$ cat src/rtl/ddr_sample_merge.sv
// ---------------------------------------------------------------------------
// ddr_sample_merge
//   Takes the rising-edge (indata) and falling-edge (indata180) samples from
//   ddr_inbuf and serialises them, in time order, into one WIDTH-bit stream.
//   The stream is held in a small first-word-fall-through FIFO and is handed
//   to the core sampler over a valid/ready handshake.
//
// Ports
//   clk        system clock, shared with ddr_inbuf
//   reset_n    synchronous active-low reset
//   clear      synchronous flush: empties the FIFO and clears overflow
//   ddr_mode   1 = push indata and indata180 per cycle, 0 = indata only
//   in_valid   the current indata/indata180 pair is a sample to accept
//   indata     rising-edge sample, chronologically first
//   indata180  falling-edge sample, chronologically second
//   out_ready  downstream accepts dataout this cycle
//   out_valid  dataout holds a valid sample
//   dataout    head-of-FIFO sample (don't-care while out_valid = 0)
//   count      number of samples currently held (0..DEPTH)
//   overflow   sticky: at least one push was dropped since reset/clear
// ---------------------------------------------------------------------------
module ddr_sample_merge #(
  parameter int WIDTH = 32,
  parameter int DEPTH = 8
) (
  input  logic                       clk,
  input  logic                       reset_n,
  input  logic                       clear,
  input  logic                       ddr_mode,
  input  logic                       in_valid,
  input  logic [WIDTH-1:0]           indata,
  input  logic [WIDTH-1:0]           indata180,
  input  logic                       out_ready,
  output logic                       out_valid,
  output logic [WIDTH-1:0]           dataout,
  output logic [$clog2(DEPTH):0]     count,
  output logic                       overflow
);

  localparam int AW = $clog2(DEPTH);
  localparam int CW = AW + 1;

  logic [WIDTH-1:0] r_mem [DEPTH];
  logic [AW-1:0]    r_wr;
  logic [AW-1:0]    r_rd;
  logic [CW-1:0]    r_count;
  logic             r_valid;
  logic             r_overflow;

  logic [CW-1:0]    w_need;
  logic [CW-1:0]    w_free;
  logic             w_push;
  logic             w_drop;
  logic             w_pop;
  logic [AW-1:0]    w_wr_p1;
  logic [AW-1:0]    w_wr_next;
  logic [AW-1:0]    w_rd_next;
  logic [CW-1:0]    w_count_next;

  // Credit comes from the registered count only: a pop in the same cycle
  // does not make room for the push, which keeps the compare off the
  // out_ready path.
  always_comb begin
    // NOTE: every always_comb output gets a default first so that no path
    // leaves it unassigned, which would infer a latch.
    w_need       = '0;
    w_push       = 1'b0;
    w_drop       = 1'b0;
    w_wr_next    = r_wr;
    w_rd_next    = r_rd;
    w_count_next = r_count;

    if (in_valid) w_need = ddr_mode ? CW'(2) : CW'(1);
    w_free = CW'(DEPTH) - r_count;

    // A pair is accepted whole or dropped whole, never split.
    if (in_valid) begin
      if (w_need <= w_free) w_push = 1'b1;
      else                  w_drop = 1'b1;
    end

    w_pop = r_valid && out_ready;

    if (w_push) begin
      w_wr_next    = r_wr + w_need[AW-1:0];
      w_count_next = w_count_next + w_need;
    end
    if (w_pop) begin
      w_rd_next    = r_rd + AW'(1);
      w_count_next = w_count_next - CW'(1);
    end
  end

  assign w_wr_p1 = r_wr + AW'(1);

  // NOTE: control state uses non-blocking assignments so every register
  // samples the pre-edge values, independent of statement order.
  always_ff @(posedge clk) begin
    if (!reset_n || clear) begin
      r_wr       <= '0;
      r_rd       <= '0;
      r_count    <= '0;
      r_valid    <= 1'b0;
      r_overflow <= 1'b0;
    end else begin
      r_wr       <= w_wr_next;
      r_rd       <= w_rd_next;
      r_count    <= w_count_next;
      // Registered alongside count so out_valid == (count != 0) always.
      r_valid    <= (w_count_next != '0);
      if (w_drop) r_overflow <= 1'b1;
    end
  end

  // NOTE: the sample storage is deliberately not reset; its contents are
  // only observable behind a valid pointer, and leaving it out of reset
  // lets it map onto plain RAM.
  always_ff @(posedge clk) begin
    if (reset_n && !clear && w_push) begin
      r_mem[r_wr] <= indata;
      if (ddr_mode) r_mem[w_wr_p1] <= indata180;
    end
  end

  assign out_valid = r_valid;
  assign dataout   = r_mem[r_rd];
  assign count     = r_count;
  assign overflow  = r_overflow;

endmodule

$ cat config.mk
export PLATFORM = sky130hd
export DESIGN_NAME = ddr_sample_merge
export DESIGN_NICKNAME = d
export VERILOG_FILES = /design/src/rtl/ddr_sample_merge.sv
export SDC_FILE = /design/constraint.sdc
export NUM_CORES = 1
export LEC_CHECK = 0
export BUFFER_PORTS_ARGS = -buffer_cell sky130_fd_sc_hd__clkbuf_2
export CAP_MARGIN = 5
export CELL_PAD_IN_SITES_DETAIL_PLACEMENT = 1
export CELL_PAD_IN_SITES_GLOBAL_PLACEMENT = 2
export CORE_ASPECT_RATIO = 1.2
export CORE_MARGIN = 1
export CORE_UTILIZATION = 45
export CTS_CLUSTER_DIAMETER = 150
export CTS_CLUSTER_SIZE = 28
export DETAILED_ROUTE_END_ITERATION = 16
export GPL_TIMING_DRIVEN = 0
export PLACE_DENSITY_LB_ADDON = 0.1
export SLEW_MARGIN = 30
export SYNTH_ARGS = -nofsm -noshare
export SYNTH_HDL_FRONTEND = slang
export SYNTH_SLANG_ARGS = --single-unit
$ cat constraint.sdc
create_clock -name clk -period 4.4 [get_ports clk]
set_input_delay 0.66 -clock clk [delete_from_list [all_inputs] [get_ports clk]]
set_output_delay 0.66 -clock clk [all_outputs]
set_load 0.02 [all_outputs]
# After elaboration in Yosys (flattened, before gate mapping)
# Memory sizes are Yosys's and may differ from the RTL's. A register that Yosys moved wholly into a read port is not among the register bits.
# Cells that the tools add are included.
# Widths: inputs -> output; s select.
# totals
register_bits,12
latchBits,0
ram_bits,256
romBits,0
in_bits,70
out_inout_bits,38
word_cells,35
n_memories,1
# mem_list
name,words,width,rd,rd_ports_with_merged_regs,write_ports,line_no,rtl
r_mem,8,32,1,1,2,43,logic [WIDTH-1:0] r_mem [DEPTH];
# classes
n_addsub,6
multipliers,0
div_mod_pow,0
order_cmp,1
eq_ne,0
shifts,0
muxes,15
bitwise,0
n_reduce_logical,7
# ops
cell,count
$mux 1,9
$mux 4,2
$add 3x1->3 const B,2
$mux 3,2
$add 4x4->4,1
$le 4x4->1,1
$mux 2,2
$reduce_bool 4->1,1
$sub 4x1->4 const B,1
$sub 4x4->4 const A,1
$add 3x3->3,1
$logic_and 1x1->1,3
$logic_not 1->1,2
$logic_or 1x1->1,1

# Longest topological paths before layout
# depth
depth_word,9
depth_mapped,15
ltp_nobuf,14

# Worst setup path after synthesis
# OpenSTA, ideal clock, no wires.
# synth_timing
path_kind,reg2reg
start,"register r_count[1], in the netlist count[1]"
end,memory r_mem[2][0] (enable)
setup_ps,389
t_arrival_ps,3163
t_required_ps,4011
setup_slack_ps,847
stages_incl_launch_ff,12
n_path_buf,2
period_less_slack_ps,3553
cell_sequence,dfxtp_1 inv_1 ha_1 inv_1 ha_1 and2b_2 o211ai_2 o21ai_4 or3_1 buf_2 buf_6 nand2_1
# synth_lines
item,line_no,rtl
"start, declared",46,logic [CW-1:0] r_count;
"start signal, assigned",108,r_count <= w_count_next;
"end, declared",43,

==> flow_summary.ini <==
[finish]
synthToLayoutAreaGrowth_pct = 10.70
multiInputGateArea_um2 = 5454
regArea_um2 = 7988
fillerInstances = 2849
nNetsFinal = 984
drive_above_1_share_pct = 57.95
num_antenna_cells = 0
final_cell_area_um2 = 15120

[clock_tree]
cts_made_buffers = 13
hold_buffers = 0
clk_latency_ns = 0.51
clockBufferDepth = 3
clk_pin_slew_ns = 0.11
cts_sinks = 271
ctsResizeCount = 0
cts_htree_levels = 1
cts_setup_buffers = 0
root_buffer = clkbuf_16
cts_tree = built

[pwr]
intPower_w = 0.003601
sequentialPowerShare_pct = 61.6
ir_drop_uv = 299.7
power.leakage_nw = 5.030
swShare_pct = 22.33
switching_power_w = 0.001035
pwr-share-clk_pct = 29.5
power_frac_comb_pct = 8.9
powerDensity_nw_per_um2 = 306.6

[worst_setup_path]
cp-startpoint = count[1]
crit-reg2reg-launch = count[1]
cp.arrival_ns = 4.00
r2r_cells = 10
worstSetupPathType = flop to flop
end_kind = flop
cp-endpoint = r_mem[6][12]
r2r_setup_slack_ns = 0.54
r2r_end = r_mem[6][12]
worstPathRequired_ns = 4.54
worstSetupStartpointType = flop
cp_max_fo = 32

[yosys]
ys_ff_latch = 271
yosysMostFrequentCell = mux2_2
synth_cells = 780
synthArstFlopShare_pct = 0
synth-seq-area-share_pct = 58.46
syn_area_per_cell_um2 = 17.52
synthTopCellsByArea = edfxtp_1, mux2_2, mux4_2
syn_nets = 861
synth_top_flop_cell = edfxtp_1
synth_top_area_share_pct = 56.26
synth-warning-count = 0
ys_types = 40
synth_edf_count = 256
netlist_top_cells_count = mux2_2, edfxtp_1, mux4_2
yosysTopAreaCell = edfxtp_1
syn_area_um2 = 13660

[timing]
clock_skew_ns = 0.02042
finalCritPeriodShare_pct = 87.74
hold_viol = 0
max_slew_margin_pct = 34.28
report.final.slew_viol_count = 0
period_minus_slack_ns = 3.861
max_freq_ghz = 0.2590
hold_slack_ns = 0.4973
worst_pin_slew_ns = 0.9858
finalSetupViolations = 0
setup_tns_ns = 0
rsz0062_at_grt = no

[floorplan]
die_h_um = 192.9
core-area_um2 = 29700
num_io_pins = 108
rows = 69
initial_core_util_pct = 46.01
fp.dieW_um = 161.1
die_area_um2 = 31070

[grt]
grt_util_all_layers_pct = 22.68
grt_max_degree = 33
grt_overflow = 0
grt_pass1_vias = 8423
grt_pass1_wl_mm = 51.25
antenna_found_initial = 2

[detailed_routing]
wl_met1_mm = 13.88
met2_length_mm = 18.28
viasPerCell = 5.840
wirelength_mm = 34.67
drt_iter0_drc = 486
drc = 0
wl_per_cell_um = 26.75
top_layer = met5
drt-pass1-iter-count = 5
ant_nets = 0
routed-via-count = 7568
met3WireLength_mm = 1.616

[place]
port_buffers = 107
gp_congestion = 0.7907
dp_hpwl_mm = 21.14
postPlaceCellArea_um2 = 14770

[job]
max_cap_viol_count = 0

[hold_path]
worstHoldPathType = flop to flop

[status]
status = finished clean
-- flip-flops by register name, indices dropped and copies added (netlist names), named ones only --
signal and flops:
r_mem 256, count 4, r_rd 3, r_wr 3, out_valid 1, overflow 1
-- metal layers --
layer,vias up,global-route usage (%)
li1,3357,-
met1,3976,27.90
met2,182,41.08
met3,49,3.374
met4,4,6.894
met5,-,0
-- logic make-up after synthesis --
kind of cell    after synthesis  share of synthesized area, %
mux                         355                         34.54
flops                       271                         58.46
simple gates                 61                         2.299
buf+inv                      58                         2.070
compound gates               12                        0.7417
xor+xnor                     12                        0.7692
fa+ha+maj                    11                         1.117
-- power groups by stage --
stage / combinational (W) / sequential (W) / clock (W)
2_1_floorplan: 0.000257 / 0.00291 / 0
3_3_place_gp: 0.000387 / 0.00291 / 0
3_5_place_dp: 0.000415 / 0.00291 / 0
4_1_cts: 0.000418 / 0.00286 / 0.00140
5_1_grt: 0.000450 / 0.00286 / 0.00147
6_report: 0.000413 / 0.00285 / 0.00137
-- worst min path at each step --
stage	to	cells after the start	start	slack, ns
floorplan	flop	2	r_rd[2]	0.48
global placement	overflow	2	overflow	0.45
detailed placement	overflow	2	overflow	0.47
CTS	overflow	3	in_valid	0.50
global route	overflow	3	in_valid	0.52
finish	overflow	2	overflow	0.50
-- area by class of cell --
class | count | area share (%)
timing repair buffer | 108 | 3.673
sequential | 271 | 52.81
clock inverter | 2 | 0.1324
inverter | 10 | 0.2482
multi-input combinational | 451 | 36.06
buffer | 48 | 1.621
clock buffer | 16 | 2.225
tap | 390 | 3.226
-- cells in the final DEF (no fill, tap or decap), types with 3 or more instances in the layout --
| cell type | n |
|---|---|
| inv_1 | 10 |
| edfxtp_1 | 256 |
| buf_6 | 4 |
| ha_1 | 9 |
| clkbuf_2 | 107 |
| clkbuf_1 | 17 |
| nand2_1 | 10 |
| nand2_4 | 7 |
| nand3_1 | 7 |
| clkbuf_16 | 13 |
| xnor2_1 | 5 |
| dfxtp_1 | 15 |
| mux2_2 | 285 |
| xor2_1 | 7 |
| mux4_2 | 64 |
| nor2_1 | 18 |
| mux2_1 | 3 |
| buf_2 | 28 |
| a21oi_1 | 4 |
-- per-stage QoR --
step	utilization [%]	power, W	std cells	setup slack (ns)
2_1_floorplan	-	0.003172	780	0.8475
3_3_place_gp	49.45	0.003301	1277	-0.4887
3_5_place_dp	49.73	0.003329	1278	0.2962
4_1_cts	50.93	0.004677	1296	0.3890
5_1_grt	50.93	0.004781	1296	0.3283
6_report	50.93	0.004637	1296	0.5392
-- worst max-delay path: stages, from the launching register on --
cell,delay (ns)
dfxtp_1,0.47
inv_1,0.14
ha_1,0.30
inv_1,0.04
ha_1,0.31
and2b_2,0.21
o211ai_2,0.23
o21ai_4,0.16
nor3_2,0.54
buf_2,0.48
a31o_4,0.60
Power figures use the tool's default switching activity.
